--- config.mk ---
export PLATFORM = sky130hd
export DESIGN_NAME = mem_io_bus
export DESIGN_NICKNAME = d
export VERILOG_FILES = /design/src/rtl/mem_io_bus.sv
export SDC_FILE = /design/constraint.sdc
export NUM_CORES = 2
export LEC_CHECK = 0
export BUFFER_PORTS_ARGS = -buffer_cell sky130_fd_sc_hd__buf_4
export CELL_PAD_IN_SITES_DETAIL_PLACEMENT = 0
export CELL_PAD_IN_SITES_GLOBAL_PLACEMENT = 2
export CORE_ASPECT_RATIO = 0.75
export CORE_MARGIN = 5
export CORE_UTILIZATION = 24
export CTS_CLUSTER_DIAMETER = 150
export DETAILED_ROUTE_END_ITERATION = 10
export HOLD_SLACK_MARGIN = 0.15
export PLACE_DENSITY_LB_ADDON = 0.15
export SLEW_MARGIN = 15
export SYNTH_ARGS = -nofsm -noshare
export SYNTH_HDL_FRONTEND = slang
export SYNTH_SLANG_ARGS = --single-unit
--- constraint.sdc ---
create_clock -name clock -period 4.75 [get_ports clock]
set_input_delay 0.2375 -clock clock [delete_from_list [all_inputs] [get_ports clock]]
set_output_delay 0.2375 -clock clock [all_outputs]
set_load 0.05 [all_outputs]
--- src/rtl/mem_io_bus.sv ---
// Data-side memory/IO stage: decodes core accesses to data RAM, LED and 7-seg registers.
// Ports: clock/resetn, req/we/addr/wdata request, ack/rdata/err response, leds, hex_val, busy.
module mem_io_bus #(
    parameter int          DATA_W  = 16,
    parameter int          RAM_AW  = 7,
    parameter logic [15:0] LED_RST = 16'h0000
) (
    input  logic              clock,
    input  logic              resetn,
    input  logic              req,
    input  logic              we,
    input  logic [15:0]       addr,
    input  logic [DATA_W-1:0] wdata,
    output logic              ack,
    output logic [DATA_W-1:0] rdata,
    output logic              err,
    output logic [15:0]       leds,
    output logic [15:0]       hex_val,
    output logic              busy
);

    typedef enum logic [1:0] {
        IDLE,
        RD_WAIT,
        RESP
    } state_t;

    state_t state;
    state_t state_nx;

    logic [DATA_W-1:0] ram [2**RAM_AW];
    logic [DATA_W-1:0] ram_q;
    logic              resp_err;

    logic ram_hit;
    logic led_hit;
    logic hex_hit;
    logic accept;

    // Every bit above the RAM index must be zero: no aliasing into RAM.
    assign ram_hit = (addr[15:RAM_AW] == '0);
    assign led_hit = (addr == 16'h1000);
    assign hex_hit = (addr == 16'h1001);
    assign accept  = (state == IDLE) && req;

    always_comb begin
        state_nx = state;
        ack      = 1'b0;
        err      = 1'b0;
        busy     = (state != IDLE);
        case (state)
            IDLE: begin
                if (req) begin
                    state_nx = (ram_hit && !we) ? RD_WAIT : RESP;
                end
            end
            RD_WAIT: begin
                state_nx = RESP;
            end
            RESP: begin
                ack      = 1'b1;
                err      = resp_err;
                state_nx = IDLE;
            end
            default: begin
                state_nx = IDLE;
            end
        endcase
    end

    always_ff @(posedge clock or negedge resetn) begin
        if (!resetn) begin
            state    <= IDLE;
            rdata    <= '0;
            leds     <= LED_RST;
            hex_val  <= '0;
            resp_err <= 1'b0;
        end else begin
            state <= state_nx;
            if (accept) begin
                resp_err <= !(ram_hit || led_hit || hex_hit);
                if (we) begin
                    if (led_hit) leds <= 16'(wdata);
                    if (hex_hit) hex_val <= 16'(wdata);
                end else if (led_hit) begin
                    rdata <= DATA_W'(leds);
                end else if (hex_hit) begin
                    rdata <= DATA_W'(hex_val);
                end else if (!ram_hit) begin
                    rdata <= '0;
                end
            end
            if (state == RD_WAIT) begin
                rdata <= ram_q;
            end
        end
    end

    // RAM has no reset; the read port is registered at the accept edge.
    always_ff @(posedge clock) begin
        if (accept && ram_hit) begin
            if (we) begin
                ram[addr[RAM_AW-1:0]] <= wdata;
            end else begin
                ram_q <= ram[addr[RAM_AW-1:0]];
            end
        end
    end

endmodule
=== Word level (Yosys, flattened, before mapping) ===
Memories as Yosys holds them, arrays and structs flattened. A register that Yosys moved wholly into a read port is not among the register bits.
Index checks and enable logic that the tools add are counted.

* Memories kept: 1
* Bits in registers: 51
* Input port bits: 36
* Memory bits (writable): 2048

{| class="wikitable"
|+ Memories
! name !! words !! bits a word !! read ports !! clocked after Yosys merged registers in !! wr ports !! RTL line !! RTL
|-
| ram || 128 || 16 || 1 || 1 || 1 || 31 || <nowiki>logic [DATA_W-1:0] ram [2**RAM_AW];</nowiki>
|}

* Bitwise gates (word level): 1
* Reductions and logical operators: 15
* Equality and inequality tests: 7
* Multiplexer cells: 14

{| class="wikitable"
|+ Operators with widths
! kind !! number
|-
| 16-bit two-way mux || 6
|-
| 16-bit by 13-bit == test with 1-bit output, second input constant || 2
|-
| 9-bit zero test || 1
|-
| 3-bit AND reduction || 3
|-
| 1-bit two-way mux || 5
|-
| 2-bit two-way mux || 2
|-
| 4-bit by 1-bit != test with 1-bit output, second input constant || 1
|-
| 2-bit one-hot mux with 2 select lines || 1
|-
| 2-bit nonzero test || 2
|-
| 1-bit logical AND || 3
|-
| 2-bit by 1-bit == test with 1-bit output, second input constant || 1
|-
| 2-bit == test, second input constant || 1
|-
| 1-bit zero test || 2
|-
| 2-bit zero test || 1
|-
| 1-bit logical OR || 2
|-
| 2-bit by 1-bit != test with 1-bit output, second input constant || 1
|-
| 2-bit != test, second input constant || 1
|-
| 2-bit AND reduction || 1
|-
| 1-bit inverter || 1
|}

=== Logic depth before layout (Yosys ltp) ===
* Depth after elaboration: 7
* Mapped depth: 10
* Depth with buffers taken out: 5

=== Least setup slack after synthesis ===
OpenSTA, ideal clock, no wires.

* Path type: input-to-reg
* From: input addr[11]
* To: memory ram[110][0] (enable)
* Required time: 4.362 ns
* Data arrival time: 2.661 ns
* Setup slack: 1.700 ns
* Stages on the path: 7
* Path through: or4_1 or3_1 buf_6 nor3_4 nand3_4 buf_6 nor2_1

* Longest elaborated chain between the ends: 4

{| class="wikitable"
|+ Ends and longest elaborated chain
! element !! RTL line !! RTL
|-
| from (decl) || 12 || <nowiki>input logic [15:0] addr,</nowiki>
|-
| 9-bit zero test || 41 || <nowiki>assign ram_hit = (addr[15:RAM_AW] == '0);</nowiki>
|-
| 1-bit logical AND || 101 || <nowiki>if (accept && ram_hit) begin</nowiki>
|-
| 1-bit two-way mux || 101 ||
|-
| 1-bit two-way mux (implied by the code) || 103 || <nowiki>ram[addr[RAM_AW-1:0]] <= wdata;</nowiki>
|-
| to (decl) || 31 ||
|}

No other way between the ends.

=== Final worst setup path ===
* From: register state[1]
* To: memory ram[106][1] (enable)

* Longest elaborated chain between the ends: 5

{| class="wikitable"
|+ Ends and longest elaborated chain
! element !! RTL line !! RTL
|-
| from (decl) || 28 || <nowiki>state_t state;</nowiki>
|-
| from (signal assigned) || 79 || <nowiki>state <= state_nx;</nowiki>
|-
| 2-bit zero test || 44 || <nowiki>assign accept = (state == IDLE) && req;</nowiki>
|-
| 1-bit logical AND || 44 ||
|-
| 1-bit logical AND || 101 ||
|-
| 1-bit two-way mux || 101 ||
|-
| 1-bit two-way mux (implied by the code) || 103 ||
|}

No other way between the ends.

==> results_dict.tcl <==
set metrics [dict create \
    busiest_layer "met1" \
    die_area_um2 353000 \
    reg2regPathDepth 6 \
    maxSlewViolCount 0 \
    power_leakage_uw 0.0308 \
    grt_use_met2_pct 22.9 \
    synthDominantCellAreaShare_pct 75.7 \
    p_int_uw 31700 \
    antenna_found_initial 17 \
    fin_crit_sh_pct 70.2 \
    p_switching_uw 9140 \
    layout_setup_ws_ns 1.42 \
    p_seq_share_pct 50.3 \
    numCtsBuffers 227 \
    switching_share_pct 22.4 \
    use_met3_pct 1.98 \
    finalSetupViolations 0 \
    num_vias 40900 \
    ios 87 \
    critical_path_class "reg -> reg" \
    gp_congestion 0.756 \
    yosys-top-cells-count "edfxtp_1, mux4_2, nor2_1" \
    p_clk_share_pct 44.1 \
    fp.coreArea_um2 339000 \
    cp-startpoint "state[1]" \
    clk_pin_slew_ns 0.06 \
    ys_warn_count 0 \
    crit_end "ram[106][1]" \
    max_cap_violations 0 \
    slew_headroom_pct 20.1 \
    grt_pass1_vias 41900 \
    cts_htree_levels 4 \
    yosysMostFrequentCell "edfxtp_1" \
    synth_area_um2 81900 \
    syn_to_final_growth_pct 19.8 \
    vdd_drop_max_v 0.000308 \
    insertion_delay_ns 0.90 \
    power.total_uw 40800 \
    tightestPinTransition_ns 1.18 \
    synth_seq_cells 2115 \
    cts_max_path_buffers 4 \
    cts.sinks 2115 \
    pre_cts_slack_ns 0.858 \
    nNetsFinal 4434 \
    vias_per_cell 4.52 \
    synth_edf_count 2064 \
    grt_usage_pct 15.2 \
    crit_required_ns 5.27 \
    avgSynthCellArea_um2 20.7 \
    grt_pass1_wl_um 374000 \
    rrSetupSlack_ns 1.42 \
    multi_input_comb_area_um2 17900 \
    end_kind "flip-flop" \
    worstPathMaxFanout 16 \
    die_height_um 516 \
    synth_top_area_cell "edfxtp_1" \
    die_w_um 684 \
    port_buffers 86 \
    antenna_left 0 \
    yosysSeqAreaShare_pct 77.3 \
    holdPathStages 4 \
    syn_nets 3995 \
    synth_area_leaders "edfxtp_1, mux4_2, mux2i_1" \
    drt_iter0_markers 3561 \
    final_hold_viol_count 0 \
    grt_max_degree 95 \
    combPwrFrac_pct 5.6 \
    rows 185 \
    tritoncts "done" \
    tns_ns 0 \
    remaining_drc_errors 0 \
    wl_per_cell_um 30.2 \
    grt_overflow_total 0 \
    synthArstFlopShare_pct 2.41 \
    dp.cells 8631 \
    firstDrtPassIters 5 \
    powerDensity_nw_per_um2 416 \
    fmax_mhz 300 \
    arrival_ns 3.86 \
    root_buffer "clkbuf_16" \
    rsz0062_at_grt "false" \
    drt-total-wl_um 274000 \
    r2r-start "state[1]" \
    crit_slowest_cell "nor2_2" \
    instances_no_fill 9065 \
    fin_skew_ns 0.0373 \
    regArea_um2 63300 \
    dpl.hpwl_um 173000 \
    path_cells "nor3b_1 > buf_4 > nand2_1 > nor3_4 > nand2_4 > nor2_2" \
    hold_ws_ns 0.263 \
    cpPeakStageDelay_ns 0.92 \
    synth_cells 3959 \
    synth_cell_types 39 \
    layout-drive-gt1-share_pct 31.4 \
    startpoint_type "flip-flop" \
    start_util_pct 24.1 \
    outcome "completed" \
    n_fill_cell 33200 \
    synth-main-ff-cell "edfxtp_1" \
    r2r-end "ram[106][1]" \
    post_cts.repair.setup_buffers 0 \
    met1_usage_pct 23.3 \
    min_path_type "in -> reg" \
    min_period_ns 3.33 \
]
per-layer routing:
metal	up-vias	part of all wire (%)
met5	-	0
met4	0	1.7
met3	306	3.8
met2	827	44
met1	22500	50
li1	17300	-
stage by stage:
step                area, µm²  utilization, %
detailed placement      90400            26.7
floorplan               81900               -
CTS                     98000            28.9
global placement        90400            26.7
global route            98000            28.9
finish                  98000            28.9
kinds of logic after synthesis:
group | after synthesis | synth area share (%)
buffers and inverters | 239 | 1.34
multiplexers | 752 | 15.3
AO/OA/AOI/OAI | 357 | 3.12
flip-flops | 2115 | 77.3
AND/OR/NAND/NOR | 496 | 2.97
critical path: cells and delay by family, from the launching register on:
kind                   cells  cell delay [ns]
AND/OR/NAND/NOR            5             2.25
buffers and inverters      1             0.21
flip-flops                 1             0.44
cells in the final DEF (no fill, tap or decap), drive strengths merged, types with 2 or more instances in the layout:
master	synthesis	routed
mux2	160	160
a22oi	16	16
clkinvlp	0	10
o21ai	2	2
mux4	384	384
nand2	25	25
nor4	16	16
inv	2	7
clkinv	0	90
nand2b	4	4
diode	0	6
or2	3	3
dlygate4sd3	0	25
nor2	233	233
dfrtp	51	51
nor2b	135	135
o41ai	64	64
or4	3	3
nor3b	3	3
o22ai	128	128
a211oi	128	128
clkbuf	115	266
a21oi	17	17
buf	122	422
edfxtp	2064	2064
nor3	65	65
mux2i	208	208
and2	3	3
bufinv	0	31
nand3	3	3
registers in the layout (all words and copies together) (netlist names):
signal / flops
ram_q: 16
hex_val: 16
rdata: 16
ram: 2048
state: 2
resp_err: 1
leds: 16
power groups by stage:
stage	Sequential (µW)	Combinational [µW]	Clock, µW
global route	20500	2420	19400
floorplan	21000	942	0
global placement	20900	2330	0
CTS	20500	2350	18700
detailed placement	20900	2330	0
finish	20500	2280	18000
worst min-delay path by stage:
stage / endpoint / startpoint
6_report: ram[5][10] / addr[6]
5_1_grt: ram[5][10] / addr[6]
4_1_cts: ram[5][10] / addr[6]
3_5_place_dp: hex_val[14] / resetn
3_3_place_gp: hex_val[14] / resetn
2_1_floorplan: hex_val[0] / resetn
cell type report:
type	instances	share of cell area (%)
Sequential cell	2115	64.5
Multi-Input combinational cell	1605	18.3
Clock buffer	266	5.99
Tap cell	4488	5.73
Timing Repair Buffer	447	3.94
Clock inverter	136	1.52
Antenna cell	6	0.0153
Inverter	2	0.00766
what timing repair did:
item,in CTS,in global routing
endpoints found under the setup margin,0,0
resized for setup,0,0
endpoints found under the hold margin,959,0
hold buffers,26,0
No activity file was read; power rests on OpenSTA's default activity.
